===== config.mk =====
export PLATFORM = sky130hd
export DESIGN_NAME = act_sparse_encoder_flat
export DESIGN_NICKNAME = d
export VERILOG_FILES = /design/src/rtl/act_sparse_encoder_if.sv /design/src/rtl/act_sparse_encoder.sv /design/src/flat_wrapper.sv
export SDC_FILE = /design/constraint.sdc
export NUM_CORES = 1
export LEC_CHECK = 0
export ABC_AREA = 1
export BUFFER_PORTS_ARGS = -buffer_cell sky130_fd_sc_hd__buf_2
export CAP_MARGIN = 10
export CORE_MARGIN = 2
export CORE_UTILIZATION = 51
export DETAILED_ROUTE_END_ITERATION = 6
export GPL_ROUTABILITY_DRIVEN = 0
export HOLD_SLACK_MARGIN = 0.08
export PLACE_DENSITY = 0.77
export SYNTH_ARGS = -nofsm -noshare
export SYNTH_HDL_FRONTEND = slang
export SYNTH_SLANG_ARGS = --single-unit

===== constraint.sdc =====
create_clock -name clk -period 7.6 [get_ports clk]
set_clock_uncertainty 0.1 [all_clocks]
set_input_delay 1.52 -clock clk [delete_from_list [all_inputs] [get_ports clk]]
set_output_delay 1.52 -clock clk [all_outputs]
set_load 0.05 [all_outputs]

===== src/rtl/act_sparse_encoder_if.sv =====
// rtl/act_sparse_encoder_if.sv - dense row input stream and activation write bus
// The encoder takes the slave side; the feature-map fetch path / memory side takes master.
interface act_sparse_encoder_if #(
  parameter int IF_WIDTH   = 16,
  parameter int DATA_WIDTH = 8,
  parameter int NZ_WIDTH   = 5
);
  logic                           in_valid;
  logic                           in_ready;
  logic [IF_WIDTH*DATA_WIDTH-1:0] in_data;
  logic                           wr_stall;
  logic                           wr_req_act_flag;
  logic [IF_WIDTH-1:0]            wr_data_act_flag;
  logic [IF_WIDTH-1:0]            wr_req_act;
  logic [IF_WIDTH*DATA_WIDTH-1:0] wr_data_act;
  logic [NZ_WIDTH-1:0]            row_val_num;

  modport slave (
    input  in_valid, in_data, wr_stall,
    output in_ready, wr_req_act_flag, wr_data_act_flag, wr_req_act, wr_data_act, row_val_num
  );

  modport master (
    output in_valid, in_data, wr_stall,
    input  in_ready, wr_req_act_flag, wr_data_act_flag, wr_req_act, wr_data_act, row_val_num
  );
endinterface


===== src/rtl/act_sparse_encoder.sv =====
// rtl/act_sparse_encoder.sv - frames dense activation rows into flag word + masked lane writes
// Rows pass through a 2-entry FIFO so the write side can stall without losing accepted rows.
module act_sparse_encoder #(
  parameter int IF_WIDTH   = 16,
  parameter int DATA_WIDTH = 8,
  parameter int ROWS       = 16,
  parameter int NZ_WIDTH   = 5,
  parameter int TOT_WIDTH  = 9
) (
  input  logic                 clk,
  input  logic                 reset,
  input  logic                 start,
  act_sparse_encoder_if.slave  bus,
  output logic [TOT_WIDTH-1:0] frame_nz_cnt,
  output logic                 busy,
  output logic                 done
);
  localparam int ROW_BITS = IF_WIDTH * DATA_WIDTH;
  localparam int CNT_W    = $clog2(ROWS + 1);

  typedef enum logic [1:0] {S_IDLE, S_RUN, S_DRAIN, S_DONE} state_t;

  typedef struct packed {
    logic [IF_WIDTH-1:0] flag;
    logic [ROW_BITS-1:0] data;
    logic [NZ_WIDTH-1:0] pop;
  } entry_t;

  state_t              state, next_state;
  logic [CNT_W-1:0]    row_cnt;
  entry_t              mem [2];
  logic                wr_ptr, rd_ptr;
  logic [1:0]          fifo_cnt;
  logic                fifo_full, fifo_empty;
  logic                in_ready, accept, pop, start_frame;
  entry_t              enc, head;
  logic [DATA_WIDTH-1:0] lane;

  logic                out_strobe;
  logic [IF_WIDTH-1:0] out_flag;
  logic [ROW_BITS-1:0] out_data;
  logic [NZ_WIDTH-1:0] out_pop;

  assign fifo_full   = (fifo_cnt == 2'd2);
  assign fifo_empty  = (fifo_cnt == 2'd0);
  assign in_ready    = (state == S_RUN) && !fifo_full;
  assign accept      = bus.in_valid && in_ready;
  assign pop         = !fifo_empty && !bus.wr_stall;
  assign start_frame = (state == S_IDLE) && start;
  assign head        = mem[rd_ptr];

  // Lane 0 sits in the MSB byte; flag bit i describes lane i.
  always_comb begin
    enc  = '0;
    lane = '0;
    for (int i = 0; i < IF_WIDTH; i++) begin
      lane = bus.in_data[(IF_WIDTH-i)*DATA_WIDTH-1 -: DATA_WIDTH];
      if (lane != '0) begin
        enc.flag[i] = 1'b1;
        enc.data[(IF_WIDTH-i)*DATA_WIDTH-1 -: DATA_WIDTH] = lane;
        enc.pop = enc.pop + NZ_WIDTH'(1);
      end
    end
  end

  always_ff @(posedge clk) begin
    if (accept) mem[wr_ptr] <= enc;
  end

  always_ff @(posedge clk or negedge reset) begin
    if (!reset) begin
      wr_ptr   <= 1'b0;
      rd_ptr   <= 1'b0;
      fifo_cnt <= 2'd0;
    end else begin
      if (accept) wr_ptr <= ~wr_ptr;
      if (pop)    rd_ptr <= ~rd_ptr;
      case ({accept, pop})
        2'b10:   fifo_cnt <= fifo_cnt + 2'd1;
        2'b01:   fifo_cnt <= fifo_cnt - 2'd1;
        default: fifo_cnt <= fifo_cnt;
      endcase
    end
  end

  always_ff @(posedge clk or negedge reset) begin
    if (!reset) begin
      state   <= S_IDLE;
      row_cnt <= '0;
    end else begin
      state <= next_state;
      if (start_frame)  row_cnt <= '0;
      else if (accept)  row_cnt <= row_cnt + CNT_W'(1);
    end
  end

  always_comb begin
    next_state = state;
    case (state)
      S_IDLE:  if (start) next_state = S_RUN;
      S_RUN:   if (accept && row_cnt == CNT_W'(ROWS - 1)) next_state = S_DRAIN;
      // An empty FIFO here means the final row was popped into the output stage on the last edge.
      S_DRAIN: if (fifo_empty) next_state = S_DONE;
      S_DONE:  next_state = S_IDLE;
      default: next_state = S_IDLE;
    endcase
  end

  always_ff @(posedge clk or negedge reset) begin
    if (!reset) begin
      out_strobe   <= 1'b0;
      out_flag     <= '0;
      out_data     <= '0;
      out_pop      <= '0;
      frame_nz_cnt <= '0;
    end else begin
      out_strobe <= pop;
      out_flag   <= pop ? head.flag : '0;
      out_data   <= pop ? head.data : '0;
      out_pop    <= pop ? head.pop  : '0;
      if (start_frame) frame_nz_cnt <= '0;
      else if (pop)    frame_nz_cnt <= frame_nz_cnt + TOT_WIDTH'(head.pop);
    end
  end

  assign bus.in_ready         = in_ready;
  assign bus.wr_req_act_flag  = out_strobe;
  assign bus.wr_data_act_flag = out_flag;
  assign bus.wr_req_act       = out_flag & {IF_WIDTH{out_strobe}};
  assign bus.wr_data_act      = out_data;
  assign bus.row_val_num      = out_pop;
  assign busy                 = (state != S_IDLE);
  assign done                 = (state == S_DONE);
endmodule


===== src/flat_wrapper.sv =====
// flat-port wrapper written by rule: the top's interface ports become plain ports
module act_sparse_encoder_flat 
#(
  parameter int IF_WIDTH   = 16,
  parameter int DATA_WIDTH = 8,
  parameter int ROWS       = 16,
  parameter int NZ_WIDTH   = 5,
  parameter int TOT_WIDTH  = 9
)
  (clk, reset, start, frame_nz_cnt, busy, done, bus_in_valid, bus_in_data, bus_wr_stall, bus_in_ready, bus_wr_req_act_flag, bus_wr_data_act_flag, bus_wr_req_act, bus_wr_data_act, bus_row_val_num);
  act_sparse_encoder_if #(.IF_WIDTH(IF_WIDTH), .DATA_WIDTH(DATA_WIDTH), .NZ_WIDTH(NZ_WIDTH)) bus_i ();
  input  logic clk;
  input  logic reset;
  input  logic start;
  output logic [TOT_WIDTH-1:0] frame_nz_cnt;
  output logic busy;
  output logic done;
  input wire logic [$bits(bus_i.in_valid)-1:0] bus_in_valid;
  input wire logic [$bits(bus_i.in_data)-1:0] bus_in_data;
  input wire logic [$bits(bus_i.wr_stall)-1:0] bus_wr_stall;
  output wire logic [$bits(bus_i.in_ready)-1:0] bus_in_ready;
  output wire logic [$bits(bus_i.wr_req_act_flag)-1:0] bus_wr_req_act_flag;
  output wire logic [$bits(bus_i.wr_data_act_flag)-1:0] bus_wr_data_act_flag;
  output wire logic [$bits(bus_i.wr_req_act)-1:0] bus_wr_req_act;
  output wire logic [$bits(bus_i.wr_data_act)-1:0] bus_wr_data_act;
  output wire logic [$bits(bus_i.row_val_num)-1:0] bus_row_val_num;
  assign bus_i.in_valid = bus_in_valid;
  assign bus_i.in_data = bus_in_data;
  assign bus_i.wr_stall = bus_wr_stall;
  assign bus_in_ready = bus_i.in_ready;
  assign bus_wr_req_act_flag = bus_i.wr_req_act_flag;
  assign bus_wr_data_act_flag = bus_i.wr_data_act_flag;
  assign bus_wr_req_act = bus_i.wr_req_act;
  assign bus_wr_data_act = bus_i.wr_data_act;
  assign bus_row_val_num = bus_i.row_val_num;
  act_sparse_encoder #(.IF_WIDTH(IF_WIDTH), .DATA_WIDTH(DATA_WIDTH), .ROWS(ROWS), .NZ_WIDTH(NZ_WIDTH), .TOT_WIDTH(TOT_WIDTH)) u_core (.clk(clk), .reset(reset), .start(start), .bus(bus_i), .frame_nz_cnt(frame_nz_cnt), .busy(busy), .done(done));
endmodule

==> impl_metrics.csv <==
group,metric,value,unit
outcome,status,"complete, but fails checks",
outcome,violations,"setup timing",
place,hpwl,27.8,mm
die,die_w,201,um
sta,rsz0062_at_grt,"true",
global_routing,gr-usage-met3,3.51,%
detailed_routing,avgViaCountPerCell,4.86,
detailed_routing,routed_wl,43.3,mm
pwr,p_total,0.00862,W
logic_synthesis,synth.avg_cell_area,9.94,sq um
sta,timing.fmax,127,MHz
cells_and_area,drive_gt1_share,26.1,%
global_routing,use_met1,27.3,%
setup_path,worstPathRequired,7.83,ns
detailed_routing,drt-pass1-iter-count,5,
detailed_routing,drt_iter0_drc,773,
logic_synthesis,synth_cells,1997,
clock_tree,cts.htree.levels,2,
die,rows,72,
setup_path,crit_family,"simple AND/OR/NAND/NOR gates",
logic_synthesis,syn_nets,2161,
sta,min_period_over_period,104,%
clock_tree,cts_tree,"done",
detailed_routing,routed-via-count,13726,
place,portBuffers,310,
die,dieArea,0.0405,sq mm
setup_path,slowest_delay,0.34,ns
die,initial_core_util,51.5,%
global_routing,gr-total-overflow,0,
clock_tree,cts_root_buffer,"clkbuf_16",
global_routing,grt_pass1_vias,13758,
setup_path,cp-endpoint,"u_core.mem[1][4]",
setup_path,cp-start-kind,"primary input",
clock_tree,cts_hold_buffers,0,
logic_synthesis,synth_top_area_cell,"edfxtp_1",
logic_synthesis,synthArstFlopShare,36.3,%
worst_hold_path,whs_path_depth,1,
sta,relSlewSlack,32.5,%
pwr,peakVddDrop,0.000239,V
setup_path,reg2reg_depth,17,
clock_tree,numClockSinks,468,
sta,setup_viol,8,
setup_path,r2r_start,"u_core.rd_ptr",
logic_synthesis,ys_seq_elements,468,
setup_path,regToRegSetupSlack,3.98,ns
global_routing,top_usage_layer,"met2",
sta,worst_slew_pin_slew,1.01,ns
logic_synthesis,netlist_top_cells_area,"edfxtp_1 (45%), dfrtp_1 (21%), nand2_1 (14%), inv_1 (4.9%), clkbuf_1 (3.4%)",
job,cap_viol_max_count,0,
global_routing,grt_max_degree,118,
setup_path,slowest_stage,"ha_1",
logic_synthesis,synth_cell_type_count,40,
logic_synthesis,synth_edf_count,298,
sta,whs,0.409,ns
sta,hold_viol,0,
sta,maxSlewViolCount,0,
clock_tree,clock_latency,0.58,ns
setup_path,reg2reg_to,"u_core.frame_nz_cnt[7]",
pwr,leakage,12.3,nW
setup_path,cp.buffers_inverters,10,
detailed_routing,drc,0,
die,coreArea,0.0386,sq mm
cells_and_area,nets,2433,
cells_and_area,nFillCells,3025,
global_routing,grt_usage,21.5,%
worst_hold_path,min_path_type,"register to register",
setup_path,crit_fanout,4,
logic_synthesis,synthesis.area,0.0199,sq mm
logic_synthesis,seq_area_frac_synth,66.5,%
logic_synthesis,yosysWarnings,0,
global_routing,met2_usage,37.7,%
clock_tree,clk_pin_slew,0.06,ns
die,die_h,201,um
global_routing,antenna_found_initial,0,
setup_path,crit_start,"bus_in_data[124]",
sta,layout_setup_ws,-0.272,ns
clock_tree,numCtsBuffers,46,
logic_synthesis,synth_top_area_share,45.1,%
place,pre_cts_ws,-1.08,ns
global_routing,grt_pass1_wl,69.3,mm
clock_tree,clk_path_buf_depth,3,
pwr,power.density,358,mW/mm^2
detailed_routing,ant_nets,0,
setup_path,worst_setup_path_end_kind,"register",
logic_synthesis,synthFlopType,"edfxtp_1",
die,pin_count,311,
detailed_routing,drt-wirelength-per-cell,15.3,um
cells_and_area,area_growth,21.1,%
setup_path,worstSetupPathType,"primary input to register",
setup_path,cp_data_arrival_time,8.10,ns
sta,min_period,7.87,ns
setup_path,crit_cells,52,
cells_and_area,diodes,0,
state kept, by name, summed over array words and instances, names as in the netlist:
register                     cells
u_core.bus.wr_data_act         128
u_core.frame_nz_cnt              9
u_core.rd_ptr                    1
u_core.mem                     298
u_core.bus.row_val_num           5
u_core.bus.wr_data_act_flag     16
u_core.bus.wr_req_act_flag       1
u_core.wr_ptr                    1
u_core.row_cnt                   5
u_core.state                     2
u_core.fifo_cnt                  2
worst min-delay path by stage:
stage | from | end | slack, ns
floorplan | u_core.row_cnt[3] | u_core.row_cnt[3] | 0.39
global placement | u_core.frame_nz_cnt[7] | u_core.frame_nz_cnt[7] | 0.37
detailed placement | u_core.frame_nz_cnt[7] | u_core.frame_nz_cnt[7] | 0.40
CTS | u_core.frame_nz_cnt[7] | u_core.frame_nz_cnt[7] | 0.41
global route | u_core.frame_nz_cnt[7] | u_core.frame_nz_cnt[7] | 0.42
finish | u_core.frame_nz_cnt[7] | u_core.frame_nz_cnt[7] | 0.41
what timing repair did:
action	in CTS	in global routing
hold endpoints to repair	0	0
setup endpoints to repair	8	8
setup buffers	10	4
gates resized for setup	34	29
pin swaps	21	33
per-layer routing:
layer | up-vias | part of all wire, %
met5 | - | 0
met4 | 0 | 2.7
met3 | 91 | 5.2
met2 | 391 | 50
met1 | 6532 | 42
li1 | 6712 | -
Yosys cell counts, types with 5 or more instances:
cell,instances
nand3b_1,5
o21ai_0,22
nor2_1,76
nand2_2,24
inv_1,259
clkbuf_1,180
ha_1,30
or2_2,11
inv_2,6
nand2_1,735
dfrtp_1,170
edfxtp_1,298
nand3_1,74
or4_1,18
nand3_2,13
a21oi_1,20
logic make-up after synthesis:
| group | Yosys count | synth area share [%] |
|---|---|---|
| and+or+nand+nor | 980 | 20.9 |
| DFF | 468 | 66.5 |
| adders and majority gates | 31 | 1.99 |
| buffers and inverters | 448 | 8.48 |
| xor gates and xnor gates | 8 | 0.353 |
| AOI/OAI and AO/OA | 62 | 1.78 |
through the flow:
stage	utilization [%]	cells	setup TNS, ns	area [sq um]
2_1_floorplan	-	1997	-527.98	20000
3_3_place_gp	57.5	2725	-4.85	22200
3_5_place_dp	57.5	2725	-8.05	22200
4_1_cts	61.9	2821	-0.993	23900
5_1_grt	62.4	2825	-4.80	24000
6_report	62.4	2825	-1.83	24000
layout make-up:
| type | instances | area (sq um) | area share, % |
|---|---|---|---|
| Clock buffer | 70 | 1340 | 5.59 |
| Clock inverter | 16 | 155 | 0.645 |
| Inverter | 267 | 1010 | 4.19 |
| Multi-Input combinational cell | 1081 | 5360 | 22.3 |
| Sequential cell | 468 | 13200 | 54.9 |
| Tap cell | 518 | 648 | 2.70 |
| Timing Repair Buffer | 405 | 2320 | 9.67 |
power by group:
part	leakage [nW]	switching [W]	total, W	internal [W]
Combinational	6.64	0.00224	0.00295	0.000705
Clock	0.723	0.000936	0.00223	0.00129
Sequential	4.93	0.000223	0.00344	0.00322
Total	12.3	0.00340	0.00862	0.00521
cell usage in the layout (no fill, tap or decap), types with 15 or more instances in the layout:
cell | Yosys | layout
a21oi_1 | 20 | 16
buf_2 | 1 | 302
buf_4 | 0 | 94
clkbuf_1 | 180 | 16
clkbuf_16 | 0 | 48
dfrtp_1 | 170 | 169
edfxtp_1 | 298 | 298
ha_1 | 30 | 24
inv_1 | 259 | 250
nand2_1 | 735 | 720
nand2_2 | 24 | 32
nand3_1 | 74 | 71
nand3_2 | 13 | 15
nor2_1 | 76 | 68
o21ai_0 | 22 | 18
or4_1 | 18 | 18
(Power assumes the default switching activity.)
